==> config.mk <==
export PLATFORM = sky130hd
export DESIGN_NAME = fetch_stage
export DESIGN_NICKNAME = d
export VERILOG_FILES = /design/src/rtl/fetch_stage.sv
export SDC_FILE = /design/constraint.sdc
export NUM_CORES = 1
export LEC_CHECK = 0
export ABC_AREA = 1
export BUFFER_PORTS_ARGS = -buffer_cell sky130_fd_sc_hd__clkbuf_2
export CAP_MARGIN = 20
export CORE_MARGIN = 2
export CORE_UTILIZATION = 57
export CTS_CLUSTER_SIZE = 12
export DETAILED_ROUTE_END_ITERATION = 8
export PLACE_DENSITY_LB_ADDON = 0.12
export SLEW_MARGIN = 0
export SYNTH_ARGS = -nofsm -noshare
export SYNTH_HDL_FRONTEND = slang
export SYNTH_SLANG_ARGS = --single-unit
==> constraint.sdc <==
create_clock -name clk -period 6.3 [get_ports clk]
set_input_delay 0.315 -clock clk [delete_from_list [all_inputs] [get_ports clk]]
set_output_delay 0.315 -clock clk [all_outputs]
set_load 0.03 [all_outputs]
==> src/rtl/fetch_stage.sv <==
// rtl/fetch_stage.sv - instruction fetch stage with PC register, imem handshake and IF/ID register
module fetch_stage #(
    parameter int                    DATA_WIDTH = 32,
    parameter logic [DATA_WIDTH-1:0] RESET_PC   = 32'h0000_0000,
    parameter logic [DATA_WIDTH-1:0] NOP_INSTR  = 32'h0000_0013
) (
    input  logic                  clk,
    input  logic                  rst,
    input  logic                  StallF_i,
    input  logic                  FlushD_i,
    input  logic                  PCSrcE_i,
    input  logic [DATA_WIDTH-1:0] PCTargetE_i,
    output logic                  imem_req_o,
    output logic [DATA_WIDTH-1:0] imem_addr_o,
    input  logic [DATA_WIDTH-1:0] imem_rdata_i,
    input  logic                  imem_valid_i,
    output logic [DATA_WIDTH-1:0] instr_o,
    output logic [DATA_WIDTH-1:0] PC_F_o,
    output logic [DATA_WIDTH-1:0] PC_Plus4_F_o,
    output logic                  valid_o
);

    // IDLE: free to issue; WAIT: request in flight; DISCARD: in-flight response
    // belongs to a squashed path; HOLD: word captured during a stall
    typedef enum logic [1:0] {
        IDLE    = 2'd0,
        WAIT    = 2'd1,
        DISCARD = 2'd2,
        HOLD    = 2'd3
    } state_t;

    state_t                state_q, state_d;
    logic [DATA_WIDTH-1:0] pc_q, pc_d;
    logic [DATA_WIDTH-1:0] hold_instr_q, hold_instr_d;
    logic [DATA_WIDTH-1:0] hold_pc_q, hold_pc_d;
    logic                  deliver;
    logic [DATA_WIDTH-1:0] deliver_instr;
    logic [DATA_WIDTH-1:0] deliver_pc;
    logic [DATA_WIDTH-1:0] target_aligned;
    logic [DATA_WIDTH-1:0] pc_plus4;

    // Redirect targets are forced word-aligned; the PC never carries low bits
    assign target_aligned = PCTargetE_i & ~DATA_WIDTH'(3);
    assign pc_plus4       = pc_q + DATA_WIDTH'(4);

    // A new request only goes out from IDLE, and never in the cycle of a redirect
    assign imem_req_o  = (state_q == IDLE) && !rst && !PCSrcE_i;
    assign imem_addr_o = pc_q;

    // Next-state, PC and hold-buffer logic; redirect always wins over stall
    always_comb begin
        state_d       = state_q;
        pc_d          = pc_q;
        hold_instr_d  = hold_instr_q;
        hold_pc_d     = hold_pc_q;
        deliver       = 1'b0;
        deliver_instr = imem_rdata_i;
        deliver_pc    = pc_q;
        case (state_q)
            IDLE: begin
                if (PCSrcE_i) begin
                    pc_d = target_aligned;
                end else begin
                    state_d = WAIT;
                end
            end
            WAIT: begin
                if (PCSrcE_i) begin
                    pc_d    = target_aligned;
                    state_d = imem_valid_i ? IDLE : DISCARD;
                end else if (imem_valid_i) begin
                    pc_d = pc_plus4;
                    if (StallF_i) begin
                        hold_instr_d = imem_rdata_i;
                        hold_pc_d    = pc_q;
                        state_d      = HOLD;
                    end else begin
                        deliver = 1'b1;
                        state_d = IDLE;
                    end
                end
            end
            DISCARD: begin
                if (PCSrcE_i) begin
                    pc_d = target_aligned;
                end
                if (imem_valid_i) begin
                    state_d = IDLE;
                end
            end
            HOLD: begin
                if (PCSrcE_i) begin
                    pc_d    = target_aligned;
                    state_d = IDLE;
                end else if (!StallF_i) begin
                    deliver       = 1'b1;
                    deliver_instr = hold_instr_q;
                    deliver_pc    = hold_pc_q;
                    state_d       = IDLE;
                end
            end
            default: state_d = IDLE;
        endcase
    end

    // State, PC and hold-buffer registers
    always_ff @(posedge clk) begin
        if (rst) begin
            state_q      <= IDLE;
            pc_q         <= RESET_PC;
            hold_instr_q <= '0;
            hold_pc_q    <= '0;
        end else begin
            state_q      <= state_d;
            pc_q         <= pc_d;
            hold_instr_q <= hold_instr_d;
            hold_pc_q    <= hold_pc_d;
        end
    end

    // IF/ID register: reset, then flush/redirect bubble, then stall hold, then deliver
    always_ff @(posedge clk) begin
        if (rst || FlushD_i || PCSrcE_i) begin
            instr_o      <= NOP_INSTR;
            PC_F_o       <= '0;
            PC_Plus4_F_o <= '0;
            valid_o      <= 1'b0;
        end else if (StallF_i) begin
            instr_o      <= instr_o;
            PC_F_o       <= PC_F_o;
            PC_Plus4_F_o <= PC_Plus4_F_o;
            valid_o      <= valid_o;
        end else if (deliver) begin
            instr_o      <= deliver_instr;
            PC_F_o       <= deliver_pc;
            PC_Plus4_F_o <= deliver_pc + DATA_WIDTH'(4);
            valid_o      <= 1'b1;
        end else begin
            instr_o      <= NOP_INSTR;
            PC_F_o       <= '0;
            PC_Plus4_F_o <= '0;
            valid_o      <= 1'b0;
        end
    end

endmodule

-- Word level (Yosys, flattened, before mapping)
Index checks and enable logic that the tools add are counted.
- $add $sub $neg: 2
- equality and inequality tests: 8
- muxes and demuxes: 27
- bitwise logic cells: 1
- reduce and logical (&&, ||, !) cells: 12
- operator list (operator ; number):
    32-bit two-way mux ; 11
    32-bit by 3-bit adder with 32-bit output (second input constant) ; 2
    32-bit case mux with 2 select lines ; 1
    2-bit two-way mux ; 8
    2-bit case mux with 4 select lines ; 1
    4-bit AND reduction ; 2
    3-bit inequality test (second input constant) ; 2
    1-bit two-way mux ; 5
    2-bit == test (second input constant) ; 2
    2-bit inequality test (second input constant) ; 2
    3-bit AND reduction ; 1
    3-bit OR reduction ; 1
    2-bit by 1-bit == test with 1-bit output (second input constant) ; 1
    1-bit logical AND ; 2
    1-bit zero test ; 2
    2-bit zero test ; 1
    1-bit logical OR ; 2
    2-bit by 1-bit inequality test with 1-bit output (second input constant) ; 1
    1-bit case mux with 2 select lines ; 1
    2-bit AND reduction ; 1
    1-bit NOT ; 1
- bits in registers: 195
- input port bits: 70
- output and inout port bits: 130
- word-level logic and storage cells: 58

-- Depth between registers and ports, before layout
- depth after elaboration: 5
- mapped depth: 16
- mapped depth without buffers: 15

-- Worst setup path before layout
OpenSTA, ideal clock, no wires.
- kind: flip-flop to flip-flop
- start point: reg state_q[0]
- end point: reg PC_Plus4_F_o[14]
- setup time: 0.132 ns
- arrival: 1.922 ns
- data required time: 6.168 ns
- slack: 4.246 ns
- cell stages (with the launch flop): 14
- period minus slack after synthesis: 2.054 ns
- path through: dfxtp_1 > buf_2 > nand3_2 > buf_4 > o21ai_1 > inv_1 > ha_1 > nand2_1 > nor2_2 > nand2_2 > nor2_4 > or2_1 > nand3_1 > a21oi_1
- word-level cells in the longest chain between the ends: 4
- elaborated cells on any way between the ends: 6
- those cells by class: add/sub: 1; eq/ne: 2; mux: 3
- RTL lines (what ; line ; RTL):
    from (decl) ; 32 ; state_t state_q, state_d;
    from (signal assigned) ; 114 ; state_q <= state_d;
    2-bit == test ; 59 ; case (state_q)
    32-bit two-way mux ; 59 ;
    32-bit by 3-bit adder with 32-bit output ; 136 ; PC_Plus4_F_o <= deliver_pc + DATA_WIDTH'(4);
    32-bit two-way mux (*) ; 133 ; end else if (deliver) begin
    to (signal assigned) ; 131 ; PC_Plus4_F_o <= PC_Plus4_F_o;
    to (signal assigned) ; 136 ;
    to (decl) ; 19 ; output logic [DATA_WIDTH-1:0] PC_Plus4_F_o,
Mark *: on every way between the ends. The rest lies on a longest branch, timed or not.
A chain may end at the register's enable or synchronous reset.

-- Final worst setup path
- start point: in StallF_i
- end point: reg PC_Plus4_F_o[16]
- word-level cells in the longest chain between the ends: 5
- elaborated cells on any way between the ends: 10
- those cells by class: add/sub: 1; mux: 9
- RTL lines (what ; line ; RTL):
    from (decl) ; 9 ; input logic StallF_i,
    32-bit two-way mux / 1-bit two-way mux (equally long branches) ; - ;
    32-bit two-way mux / 1-bit two-way mux (equally long branches) ; 92, 71 ;
    32-bit two-way mux / 1-bit two-way mux (equally long branches) ; 59, 68 ;
    32-bit by 3-bit adder with 32-bit output / 1-bit case mux with 2 select lines (equally long branches) ; 136, 59 ;
    32-bit two-way mux ; 133 ;
Parallel ways exist; a longest one is shown, timed or not.

==> flow_metrics.tcl <==
set metrics [dict create \
    insertion_delay_ns 0.45 \
    crit_fanout 82 \
    track_usage 0.301 \
    internal_power_mw 2.02 \
    finalSetupTns_ns 0 \
    synth.area.top_cells "dfxtp_1 (40%), nand2_1 (17%), nor2_1 (7.2%), o21ai_0 (6.4%), a21oi_1 (6.2%)" \
    postCtsResizedCells 0 \
    io_pins 200 \
    nNetsFinal 1654 \
    dr_wl_met3_um 2050 \
    pre_cts_ws_ns 2.77 \
    hold_viol_final 0 \
    path_class "in2reg" \
    post_cts_buffers 0 \
    io_buffers 195 \
    synthFlopType "dfxtp_1" \
    postSynth.asyncResetShare 0 \
    power_switching_mw 0.879 \
    ctsHtreeMaxLevel 4 \
    netlist.area_leader.share 0.399 \
    layout_commonest_cell "nand2_1" \
    netSwitchingFraction 0.303 \
    dieArea_mm2 0.0179 \
    clk_path_buf_depth 2 \
    cp.required_ns 6.58 \
    synthesis.area_mm2 0.00959 \
    viasPerCell 5.52 \
    gp_congestion 0.955 \
    pwr-share-seq 0.455 \
    hold_class "in2reg" \
    grt_pass1_wl_um 43700 \
    die-width_um 134 \
    pwr-share-clk 0.393 \
    layout_common_cells "nand2_1 (424), clkbuf_2 (194), dfxtp_1 (191)" \
    die_h_um 134 \
    grt_pass1_vias 8858 \
    ctsHoldBuffers 0 \
    vias 10000 \
    gr-total-overflow 0 \
    slew_headroom 0.305 \
    cts.clk_slew.worst_paths_ns 0.07 \
    rsz0062_at_grt "false" \
    wl_met2_um 11900 \
    yosys.area.top_type "dfxtp_1" \
    leakage_nw 4.83 \
    tightestPinTransition_ns 1.04 \
    startpoint_type "input port" \
    crit_arrival_ns 3.45 \
    power.density_mw_per_mm2 261 \
    cts_root_buf "clkbuf_16" \
    area_growth_syn_to_layout_pct 16.0 \
    synthCells 1447 \
    wl_met1_um 12500 \
    maxUsedRoutingLayer "met4" \
    ys_ff_latch 191 \
    coreArea_mm2 0.0165 \
    insertedDiodeCount 0 \
    drv_cap 0 \
    power_frac_comb 0.151 \
    synth_warnings 0 \
    end_kind "flop" \
    finalCriticalPeriod_ns 3.17 \
    period_share 0.502 \
    clock.fmax_mhz 316 \
    totalWireLength_um 26900 \
    cts_tree "yes" \
    cts_sinks 191 \
    vdd_drop_max_mv 0.197 \
    drc 0 \
    antenna_found_initial 0 \
    dp_hpwl_um 18300 \
    grt_max_degree 88 \
    cts_buffers 17 \
    syn_area_per_cell_um2 6.62 \
    rows 47 \
    finalSetupViolations 0 \
    fin_skew_ns 0.0124 \
    initial_core_util 0.580 \
    layout_setup_ws_ns 3.13 \
    status "finished clean" \
    synth_edf_count 0 \
    ys_seq_area_frac 0.399 \
    wire_per_inst_um 14.8 \
    first_iter_violations 861 \
    slew_violations 0 \
    ys_types 48 \
    nFillCells 1558 \
    final_antenna_net_count 0 \
    drtPass1Iterations 6 \
    drive_gt1_frac 0.197 \
]
sequential cells by signal, indices dropped and copies added (netlist names):
| register | cells |
|---|---|
| imem_addr_o | 30 |
| valid_o | 1 |
| PC_F_o | 32 |
| hold_pc_q | 32 |
| hold_instr_q | 32 |
| PC_Plus4_F_o | 30 |
| instr_o | 32 |
| state_q | 2 |
final timing paths:
check	end	start	slack, ns	depth (start not counted)
worst max-delay path	PC_Plus4_F_o[16]	StallF_i	3.13	14
worst min-delay path	hold_instr_q[16]	imem_rdata_i[16]	0.11	3
worst max register to register	hold_instr_q[13]	state_q[0]	3.31	8
worst min register to register	hold_pc_q[0]	hold_pc_q[0]	0.44	2
logic make-up (layout without fill, tap and decap cells):
logic type | after synthesis | after routing | share of synthesized area
flip-flops | 191 | 191 | 0.399
AND/OR/NAND/NOR | 775 | 775 | 0.344
multiplexers | 1 | 1 | 0.00104
AO/OA/AOI/OAI | 310 | 310 | 0.177
XOR/XNOR | 1 | 1 | 0.000914
other | 1 | 2 | 0.000391
adder cells (fa/ha/maj) | 2 | 2 | 0.00261
buffers and inverters | 166 | 313 | 0.0747
cell usage after synthesis, types with 4 or more instances:
master,instances
a211oi_1,6
a21oi_1,118
a31oi_1,31
buf_1,7
buf_2,16
buf_4,10
clkbuf_1,51
dfxtp_1,191
inv_1,67
inv_2,9
nand2_1,424
nand2_2,33
nand3_1,66
nand4_1,15
nor2_1,185
nor2_2,15
nor2_4,9
nor3_1,12
o211ai_1,5
o21ai_0,122
o21ai_1,4
o221ai_1,8
final cells by class:
cell class | instances | area, um^2 | share of cell area
Clock buffer | 21 | 480 | 0.0432
Clock inverter | 11 | 143 | 0.0128
Multi-Input combinational cell | 1091 | 5060 | 0.455
Timing Repair Buffer | 204 | 1050 | 0.0941
Tap cell | 220 | 275 | 0.0248
Sequential cell | 191 | 3820 | 0.344
Inverter | 77 | 289 | 0.0260
per-stage QoR:
step	area (um^2)	power, mW	cells	hold WS [ns]	util
6_report	11100	2.90	1815	0.107	0.673
5_1_grt	11100	3.01	1815	0.115	0.673
4_1_cts	11100	2.90	1815	0.100	0.673
3_5_place_dp	10500	1.78	1783	0.434	0.635
3_3_place_gp	10500	1.77	1783	0.431	0.635
2_1_floorplan	9590	1.65	1448	0.425	-
power by group through the flow:
stage / Combinational, mW / Clock, mW / Sequential, mW
floorplan: 0.285 / 0 / 1.36
global placement: 0.424 / 0 / 1.35
detailed placement: 0.431 / 0 / 1.35
CTS: 0.434 / 1.15 / 1.32
global route: 0.484 / 1.20 / 1.33
finish: 0.439 / 1.14 / 1.32
worst max-delay path: stages:
cell and delay (ns):
buf_4 0.37, buf_4 0.75, nand2_1 0.16, nand2_1 0.12, o21ai_1 0.17, inv_1 0.20
ha_1 0.21, nand2_1 0.12, nor2_2 0.29, nand2_2 0.18, nor2_4 0.16, nand2_1 0.09
o21ai_1 0.20, a21oi_1 0.09
metal layers:
| metal | vias up | track usage |
|---|---|---|
| met5 | - | 0 |
| met4 | 0 | 0.0946 |
| met3 | 44 | 0.0464 |
| met2 | 418 | 0.460 |
| met1 | 4540 | 0.437 |
| li1 | 5019 | - |
Power figures use the tool's default switching activity.
